===== src/rtl/flash_ctrl_if.sv =====
// Host request/response and flash strobe/data bundle for flash_ctrl.
// slave = controller side, master = host plus flash device side.
interface flash_ctrl_if;
  logic        req_valid;
  logic        req_ready;
  logic [1:0]  req_op;
  logic [11:0] req_addr;
  logic [31:0] req_wdata;
  logic        resp_valid;
  logic [31:0] resp_rdata;
  logic [1:0]  resp_err;
  logic        fl_rd_en;
  logic        fl_wr_en;
  logic        fl_erase_en;
  logic [11:0] fl_addr;
  logic [31:0] fl_idata;
  logic [31:0] fl_odata;
  logic        fl_busy;
  logic        fl_error;

  modport slave (
    input  req_valid, req_op, req_addr, req_wdata, fl_odata, fl_busy, fl_error,
    output req_ready, resp_valid, resp_rdata, resp_err,
           fl_rd_en, fl_wr_en, fl_erase_en, fl_addr, fl_idata
  );

  modport master (
    output req_valid, req_op, req_addr, req_wdata, fl_odata, fl_busy, fl_error,
    input  req_ready, resp_valid, resp_rdata, resp_err,
           fl_rd_en, fl_wr_en, fl_erase_en, fl_addr, fl_idata
  );
endinterface


===== src/rtl/flash_ctrl.sv =====
// Single-outstanding flash controller: read / program(+verify) / erase with timeout.
// Read latency handshake->resp_valid = WAIT_CYCLES+2 at fl_busy=0; one request at a time, response is never stalled.
module flash_ctrl #(
  parameter int unsigned WAIT_CYCLES    = 3,
  parameter int unsigned TIMEOUT_CYCLES = 255
) (
  input  logic        clk,
  input  logic        rst,
  flash_ctrl_if.slave io_if
);
  typedef enum logic [2:0] {
    S_IDLE, S_ISSUE, S_WAIT, S_VRD_ISSUE, S_VRD_WAIT, S_RESP
  } state_t;

  localparam logic [1:0] OP_READ     = 2'b00;
  localparam logic [1:0] OP_PROG_VFY = 2'b01;
  localparam logic [1:0] OP_ERASE    = 2'b10;
  localparam logic [1:0] OP_PROG     = 2'b11;

  localparam logic [1:0] ERR_OK      = 2'b00;
  localparam logic [1:0] ERR_FLASH   = 2'b01;
  localparam logic [1:0] ERR_VERIFY  = 2'b10;
  localparam logic [1:0] ERR_TIMEOUT = 2'b11;

  localparam logic [7:0] DONE_CNT = 8'(WAIT_CYCLES - 1);
  localparam logic [7:0] TMO_CNT  = 8'(TIMEOUT_CYCLES - 1);

  state_t      r_state;
  logic [7:0]  r_cnt;
  logic        r_sticky;
  logic [1:0]  r_op;
  logic [11:0] r_addr;
  logic [31:0] r_idata;
  logic        r_rd_en;
  logic        r_wr_en;
  logic        r_erase_en;
  logic        r_resp_valid;
  logic [31:0] r_resp_rdata;
  logic [1:0]  r_resp_err;

  logic        w_hs;
  logic        w_done;
  logic        w_tmo;
  logic        w_err;
  logic        w_fin;
  logic        w_to_vrd;
  logic [31:0] w_fin_rdata;
  logic [1:0]  w_fin_err;

  assign io_if.req_ready   = (r_state == S_IDLE) && !rst;
  assign io_if.resp_valid  = r_resp_valid;
  assign io_if.resp_rdata  = r_resp_rdata;
  assign io_if.resp_err    = r_resp_err;
  assign io_if.fl_rd_en    = r_rd_en;
  assign io_if.fl_wr_en    = r_wr_en;
  assign io_if.fl_erase_en = r_erase_en;
  assign io_if.fl_addr     = r_addr;
  assign io_if.fl_idata    = r_idata;

  assign w_hs   = io_if.req_valid && io_if.req_ready;
  assign w_done = (r_cnt >= DONE_CNT) && !io_if.fl_busy;
  assign w_tmo  = (r_cnt >= TMO_CNT);
  // An error flagged in the completing cycle counts as much as an earlier one.
  assign w_err  = r_sticky || io_if.fl_error;

  always_comb begin
    w_fin       = 1'b0;
    w_to_vrd    = 1'b0;
    w_fin_rdata = '0;
    w_fin_err   = ERR_OK;
    if ((r_state == S_WAIT) || (r_state == S_VRD_WAIT)) begin
      if (w_done) begin
        if (r_state == S_VRD_WAIT) begin
          w_fin       = 1'b1;
          w_fin_rdata = io_if.fl_odata;
          if (w_err) begin
            w_fin_err = ERR_FLASH;
          end else if (io_if.fl_odata != r_idata) begin
            w_fin_err = ERR_VERIFY;
          end
        end else if ((r_op == OP_PROG_VFY) && !w_err) begin
          w_to_vrd = 1'b1;
        end else begin
          w_fin       = 1'b1;
          w_fin_rdata = (r_op == OP_READ) ? io_if.fl_odata : 32'd0;
          w_fin_err   = w_err ? ERR_FLASH : ERR_OK;
        end
      end else if (w_tmo) begin
        w_fin     = 1'b1;
        w_fin_err = ERR_TIMEOUT;
      end
    end
  end

  always_ff @(posedge clk) begin
    if (rst) begin
      r_state      <= S_IDLE;
      r_cnt        <= '0;
      r_sticky     <= 1'b0;
      r_op         <= OP_READ;
      r_addr       <= '0;
      r_idata      <= '0;
      r_rd_en      <= 1'b0;
      r_wr_en      <= 1'b0;
      r_erase_en   <= 1'b0;
      r_resp_valid <= 1'b0;
      r_resp_rdata <= '0;
      r_resp_err   <= ERR_OK;
    end else begin
      r_rd_en      <= 1'b0;
      r_wr_en      <= 1'b0;
      r_erase_en   <= 1'b0;
      r_resp_valid <= 1'b0;
      case (r_state)
        S_IDLE: begin
          if (w_hs) begin
            r_op       <= io_if.req_op;
            r_addr     <= io_if.req_addr;
            r_idata    <= io_if.req_wdata;
            r_sticky   <= 1'b0;
            r_rd_en    <= (io_if.req_op == OP_READ);
            r_wr_en    <= (io_if.req_op == OP_PROG_VFY) || (io_if.req_op == OP_PROG);
            r_erase_en <= (io_if.req_op == OP_ERASE);
            r_state    <= S_ISSUE;
          end
        end
        S_ISSUE: begin
          r_cnt   <= '0;
          r_state <= S_WAIT;
        end
        S_WAIT, S_VRD_WAIT: begin
          r_cnt <= r_cnt + 8'd1;
          if (io_if.fl_error) begin
            r_sticky <= 1'b1;
          end
          if (w_to_vrd) begin
            r_rd_en <= 1'b1;
            r_state <= S_VRD_ISSUE;
          end else if (w_fin) begin
            r_resp_valid <= 1'b1;
            r_resp_rdata <= w_fin_rdata;
            r_resp_err   <= w_fin_err;
            r_state      <= S_RESP;
          end
        end
        S_VRD_ISSUE: begin
          r_cnt   <= '0;
          r_state <= S_VRD_WAIT;
        end
        S_RESP: begin
          r_state <= S_IDLE;
        end
        default: begin
          r_state <= S_IDLE;
        end
      endcase
    end
  end
endmodule


===== src/flat_wrapper.sv =====
// flat-port wrapper written by rule: the top's interface ports become plain ports
module flash_ctrl_flat 
#(
  parameter int unsigned WAIT_CYCLES    = 3,
  parameter int unsigned TIMEOUT_CYCLES = 255
)
  (clk, rst, io_if_req_valid, io_if_req_op, io_if_req_addr, io_if_req_wdata, io_if_fl_odata, io_if_fl_busy, io_if_fl_error, io_if_req_ready, io_if_resp_valid, io_if_resp_rdata, io_if_resp_err, io_if_fl_rd_en, io_if_fl_wr_en, io_if_fl_erase_en, io_if_fl_addr, io_if_fl_idata);
  flash_ctrl_if io_if_i ();
  input  logic clk;
  input  logic rst;
  input wire logic [$bits(io_if_i.req_valid)-1:0] io_if_req_valid;
  input wire logic [$bits(io_if_i.req_op)-1:0] io_if_req_op;
  input wire logic [$bits(io_if_i.req_addr)-1:0] io_if_req_addr;
  input wire logic [$bits(io_if_i.req_wdata)-1:0] io_if_req_wdata;
  input wire logic [$bits(io_if_i.fl_odata)-1:0] io_if_fl_odata;
  input wire logic [$bits(io_if_i.fl_busy)-1:0] io_if_fl_busy;
  input wire logic [$bits(io_if_i.fl_error)-1:0] io_if_fl_error;
  output wire logic [$bits(io_if_i.req_ready)-1:0] io_if_req_ready;
  output wire logic [$bits(io_if_i.resp_valid)-1:0] io_if_resp_valid;
  output wire logic [$bits(io_if_i.resp_rdata)-1:0] io_if_resp_rdata;
  output wire logic [$bits(io_if_i.resp_err)-1:0] io_if_resp_err;
  output wire logic [$bits(io_if_i.fl_rd_en)-1:0] io_if_fl_rd_en;
  output wire logic [$bits(io_if_i.fl_wr_en)-1:0] io_if_fl_wr_en;
  output wire logic [$bits(io_if_i.fl_erase_en)-1:0] io_if_fl_erase_en;
  output wire logic [$bits(io_if_i.fl_addr)-1:0] io_if_fl_addr;
  output wire logic [$bits(io_if_i.fl_idata)-1:0] io_if_fl_idata;
  assign io_if_i.req_valid = io_if_req_valid;
  assign io_if_i.req_op = io_if_req_op;
  assign io_if_i.req_addr = io_if_req_addr;
  assign io_if_i.req_wdata = io_if_req_wdata;
  assign io_if_i.fl_odata = io_if_fl_odata;
  assign io_if_i.fl_busy = io_if_fl_busy;
  assign io_if_i.fl_error = io_if_fl_error;
  assign io_if_req_ready = io_if_i.req_ready;
  assign io_if_resp_valid = io_if_i.resp_valid;
  assign io_if_resp_rdata = io_if_i.resp_rdata;
  assign io_if_resp_err = io_if_i.resp_err;
  assign io_if_fl_rd_en = io_if_i.fl_rd_en;
  assign io_if_fl_wr_en = io_if_i.fl_wr_en;
  assign io_if_fl_erase_en = io_if_i.fl_erase_en;
  assign io_if_fl_addr = io_if_i.fl_addr;
  assign io_if_fl_idata = io_if_i.fl_idata;
  flash_ctrl #(.WAIT_CYCLES(WAIT_CYCLES), .TIMEOUT_CYCLES(TIMEOUT_CYCLES)) u_core (.clk(clk), .rst(rst), .io_if(io_if_i));
endmodule

===== config.mk =====
export PLATFORM = sky130hd
export DESIGN_NAME = flash_ctrl_flat
export DESIGN_NICKNAME = d
export VERILOG_FILES = /design/src/rtl/flash_ctrl_if.sv /design/src/rtl/flash_ctrl.sv /design/src/flat_wrapper.sv
export SDC_FILE = /design/constraint.sdc
export NUM_CORES = 1
export LEC_CHECK = 0
export CORE_ASPECT_RATIO = 1.25
export CORE_MARGIN = 3
export CORE_UTILIZATION = 25
export DETAILED_ROUTE_END_ITERATION = 12
export PLACE_DENSITY_LB_ADDON = 0.25
export SYNTH_ARGS = -nofsm -noshare
export SYNTH_HDL_FRONTEND = slang
export SYNTH_SLANG_ARGS = --single-unit

===== constraint.sdc =====
create_clock -name clk -period 1.7 [get_ports clk]
set_input_delay 0.255 -clock clk [delete_from_list [all_inputs] [get_ports clk]]
set_output_delay 0.255 -clock clk [all_outputs]
set_load 0.02 [all_outputs]

== After elaboration in Yosys (flattened, before gate mapping) ==
Cells that the tools add are included.

* Add/subtract/negate cells: 1
* $lt $le $gt $ge: 2
* Eq/ne operators: 12
* Muxes and demuxes: 34
* Bitwise logic cells: 4
* Reductions and logical operators: 23

{| class="wikitable"
|+ Operators by type and width
! kind !! number
|-
| 2-to-1 mux 32 bit || 5
|-
| inequality test 32 bit || 1
|-
| case mux 8 bit (2 select lines) || 1
|-
| 2-to-1 mux 1 bit || 15
|-
| 2-to-1 mux 2 bit || 7
|-
| case mux 3 bit (4 select lines) || 1
|-
| 2-to-1 mux 3 bit || 3
|-
| adder 8 x 1 -> 8 bit, second input constant || 1
|-
| >= comparator 8 x 2 -> 1 bit, second input constant || 1
|-
| >= comparator 8 bit, second input constant || 1
|-
| equality test 3 x 2 -> 1 bit, second input constant || 2
|-
| AND reduction 3 bit || 2
|-
| OR reduction 3 bit || 2
|-
| equality test 2 x 1 -> 1 bit, second input constant || 2
|-
| equality test 2 bit, second input constant || 2
|-
| logical AND 1 bit || 4
|-
| logical NOT 2 bit || 2
|-
| NOT 1 bit || 4
|-
| case mux 1 bit (2 select lines) || 2
|-
| AND reduction 2 bit || 2
|-
| nonzero test 2 bit || 2
|-
| OR reduction 2 bit || 2
|-
| equality test 3 x 1 -> 1 bit, second input constant || 1
|-
| equality test 3 bit, second input constant || 1
|-
| other kinds (6) || 10
|}

* Flip-flop bits (word level): 96
* Bits of input ports: 83
* Output and inout bits: 83
* Logic and storage cells: 88

== Longest topological paths before layout ==
* Word-level depth: 10
* Gate-level depth with buffers: 8
* Depth with buffers taken out: 7

== Worst setup path after synthesis ==
OpenSTA, ideal clock, no wires.

* Path type: reg2reg
* From: register u_core.r_state[0]
* To: register u_core.r_resp_rdata[12] (netlist: u_core.io_if.resp_rdata[12])
* Arrival time: 1609 ps
* Required time: 1565 ps
* Setup slack: -44 ps
* Cell stages (with the launch flop): 8
* Buffers on the path: 2
* Cells stage by stage: dfxtp_1 buf_6 or3b_4 a211oi_2 mux2i_2 buf_2 a22oi_2 nor2_2

* Cells in the longest elaborated chain, start to end: 6
* Elaborated cells on any way between the ends: 15
* Classes of those cells: eq/ne: 2; mux: 9; bitwise: 1; reduce/logical: 3

{| class="wikitable"
|+ Ends and longest elaborated chain
! element !! line !! source
|-
| start, declared || flash_ctrl.sv:28 || <nowiki>state_t r_state;</nowiki>
|-
| start signal, assigned || flash_ctrl.sv:97 || <nowiki>r_state <= S_IDLE;</nowiki>
|-
| start signal, assigned || flash_ctrl.sv:124 || <nowiki>r_state <= S_ISSUE;</nowiki>
|-
| start signal, assigned || flash_ctrl.sv:129 || <nowiki>r_state <= S_WAIT;</nowiki>
|-
| equality test 3 bit || flash_ctrl.sv:71, flash_ctrl.sv:73, flash_ctrl.sv:114 ||
|-
| 2-to-1 mux 1 bit || flash_ctrl.sv:73 || <nowiki>if (r_state == S_VRD_WAIT) begin</nowiki>
|-
| 2-to-1 mux 1 bit || flash_ctrl.sv:72 || <nowiki>if (w_done) begin</nowiki>
|-
| 2-to-1 mux 1 bit || flash_ctrl.sv:71 || <nowiki>if ((r_state == S_WAIT) || (r_state == S_VRD_WAIT)) begin</nowiki>
|-
| NOT 1 bit (no source line) || -- ||
|-
| AND reduction 3 bit (no source line) || -- ||
|-
| end signal, assigned || flash_ctrl.sv:141 || <nowiki>r_resp_rdata <= w_fin_rdata;</nowiki>
|-
| end, declared || flash_ctrl.sv:38 || <nowiki>logic [31:0] r_resp_rdata;</nowiki>
|}

Several ways; a longest one is shown, not always the timed one.
A chain may end at the register's enable or synchronous reset.

== Worst setup path in the final report ==
* From: register u_core.r_state[1]
* To: register u_core.r_resp_rdata[16] (netlist: u_core.io_if.resp_rdata[16])

The elaborated chain is that of the path after synthesis.

==> flow_summary.json <==
{
  "power_mw": 5.62,
  "synth_seq_area_share": 0.467,
  "slowest_stage": "or3b_4",
  "grt_util_met3": 0.0352,
  "crit_arrival_ns": 2.03,
  "grtUsageMet1": 0.186,
  "finalWorstSetupSlack_ns": -0.113,
  "cp_num_buf_inv": 3,
  "die_area_sq_um": 18100,
  "core_area_sq_um": 15900,
  "synth_seq_cells": 96,
  "yosysWarnings": 0,
  "place_area_sq_um": 6290,
  "wl_per_cell_um": 16.4,
  "crit_path_end_kind": "flip-flop",
  "row_count": 51,
  "hold_class": "flip-flop to flip-flop",
  "r2r-start": "u_core.r_state[1]",
  "synthFlopType": "dfxtp_1",
  "synth_area_sq_um": 4120,
  "cts_hold_buf": 0,
  "post-place-ws_ns": -0.409,
  "critPathTopFamily": "buffers and inverters",
  "avgSynthCellArea_sq_um": 8.78,
  "maxSlewHeadroom": 0.663,
  "setup_viol": 35,
  "num_antenna_cells": 0,
  "cts_buffers": 9,
  "period_needed_ns": 1.81,
  "dp_hpwl_um": 10400,
  "finalHoldViolations": 0,
  "required_ns": 1.92,
  "crit_start": "u_core.r_state[1]",
  "nFillCells": 1576,
  "cts_root_buf": "clkbuf_16",
  "max_stage_delay_ns": 0.38,
  "fmax_mhz": 552,
  "dp_cells": 859,
  "tightest_slew_ns": 0.501,
  "path_max_fanout": 6,
  "viasPerCell": 4.51,
  "nNetsFinal": 748,
  "vias": 3954,
  "period_share": 1.07,
  "async_flop_share": 0,
  "grt_pass1_vias": 4116,
  "fp.dieW_um": 121,
  "busiest_layer": "met2",
  "leakage_nw": 2.48,
  "track_usage": 0.157,
  "die_h_um": 149,
  "antenna_found_initial": 0,
  "pwr_density_cell_nw_per_um2": 838,
  "ir_drop_mv": 0.441,
  "status": "complete, but fails checks",
  "stdcell_count": 877,
  "synth_edf_count": 0,
  "critPathLaunchType": "flip-flop",
  "rsz0062_at_grt": "true",
  "drive_above_1_share": 0.202,
  "path_clk_slew_ns": 0.06,
  "path_cells": "or3b_4 > a211oi_2 > buf_4 > mux2i_4 > buf_12 > clkbuf_16 > a22oi_2 > nor2_2",
  "cts_max_level": 3,
  "critPathKind": "flip-flop to flip-flop",
  "met2_usage": 0.278,
  "finalWirelength_um": 14400,
  "io_pins": 166,
  "synth_fp_nets": 554,
  "routabilityCongestion": 0.843,
  "grt_pass1_wl_um": 22100,
  "violations": "negative setup slack",
  "drc_errors": 0,
  "hp-start": "u_core.io_if.fl_addr[7]",
  "cts_tree": "done",
  "maxCapViolCount": 0,
  "drtIter0Drc": 178,
  "overflow": 0,
  "area_growth_pct": 62.9,
  "dr.pass1.iters": 4,
  "final_cell_area_sq_um": 6710,
  "clockBufferDepth": 2,
  "start_util": 0.259,
  "clock_sinks": 96,
  "finish.utilization": 0.422,
  "fin_skew_ns": 0.00592,
  "ant_nets": 0,
  "synth_cell_type_count": 42,
  "insertion_delay_ns": 0.34,
  "syn_inst": 469,
  "io_buffers": 165,
  "final_max_slew_viol_count": 0,
  "grt_max_degree": 93
}
==> state kept, by name (all words and copies together) (netlist names), 2 cells and up <==
register / cells
u_core.r_op: 2
u_core.io_if.fl_idata: 32
u_core.io_if.fl_addr: 12
u_core.io_if.resp_err: 2
u_core.r_state: 3
u_core.io_if.resp_rdata: 32
u_core.r_cnt: 8
==> report_power, final <==
group	leakage [nW]	switching, mW	total [mW]	internal, mW
combinational	1.57	0.683	1.34	0.660
clock	0.121	0.830	1.79	0.964
sequential	0.784	0.108	2.49	2.38
==> cells by family (layout without fill, tap and decap cells) <==
family | after synthesis | in the layout | synth area share
AOI/OAI and AO/OA | 109 | 109 | 0.189
buffers and inverters | 38 | 234 | 0.0477
muxes | 1 | 1 | 0.00334
adders and majority gates | 2 | 2 | 0.00608
DFF | 96 | 96 | 0.467
xor gates and xnor gates | 38 | 38 | 0.0808
and+or+nand+nor | 185 | 185 | 0.206
==> layout make-up <==
type                            count  area, sq um  area share
Tap cell                          212          265      0.0395
Inverter                            5         18.8     0.00280
Sequential cell                    96         1930       0.288
Clock buffer                       11          233      0.0347
Clock inverter                      2         10.0     0.00149
Timing Repair Buffer              216         2140       0.319
Multi-Input combinational cell    335         2100       0.314
==> metrics by stage <==
stage                     hold WS [ns]  setup TNS, ns
final                            0.456          -3.28
after global routing             0.450          -7.27
after CTS                        0.437          -1.46
after detailed placement         0.450         -11.65
after global placement           0.440         -10.17
after floorplan                  0.332         -0.639
==> Yosys cell counts (3+ instances only) <==
master | n | area share
dfxtp_1 | 96 | 0.47
nand2_1 | 96 | 0.088
a21oi_1 | 54 | 0.066
xor2_1 | 35 | 0.074
nor2_1 | 30 | 0.027
clkbuf_1 | 21 | 0.019
a22oi_2 | 20 | 0.061
nor2_2 | 20 | 0.030
a22oi_1 | 12 | 0.022
nor4_1 | 11 | 0.017
nor3_1 | 6 | 0.0073
o21ai_0 | 6 | 0.0073
and3_1 | 5 | 0.0076
inv_1 | 5 | 0.0046
buf_2 | 4 | 0.0049
nand3_1 | 4 | 0.0049
nand4_1 | 4 | 0.0061
o211ai_1 | 4 | 0.0073
buf_6 | 3 | 0.0082
xnor2_1 | 3 | 0.0064
==> worst register-to-register path: stages (launching register included) <==
cell,delay (ns)
dfxtp_4,0.36
or3b_4,0.38
a211oi_2,0.23
buf_4,0.16
mux2i_4,0.06
buf_12,0.14
clkbuf_16,0.16
a22oi_2,0.13
nor2_2,0.04
==> routing by layer <==
layer	vias to the layer above	wire length, um
met4	0	268
met2	107	7400
met5	-	0
met3	15	697
li1	1989	-
met1	1843	6000
==> final timing paths <==
kind	to	depth (start not counted)	slack, ns
max reg2reg	u_core.io_if.resp_rdata[16]	8	-0.11
min reg2reg	u_core.io_if.fl_addr[7]	2	0.46
min	u_core.io_if.fl_addr[7]	2	0.46
max	u_core.io_if.resp_rdata[16]	8	-0.11
==> cells in the final DEF, fill, tap and decap left out, drive strengths merged, types with 5 or more instances in the layout <==
cell type,instances
a22oi,32
o21ai,6
dfxtp,96
clkdlybuf4s50,162
nor3,6
nand2,96
buf,52
nor4,11
and3,5
a21oi,54
nor2,50
xor2,35
clkbuf,12
inv,5
==> repair_timing <==
action	CTS	global route
endpoints found under the hold margin	0	0
cloned	0	2
gates resized for setup	5	27
pin swaps	1	4
endpoints found under the setup margin	36	41
buffers inserted	0	3
Note: power is estimated with default switching activity, not from simulation.
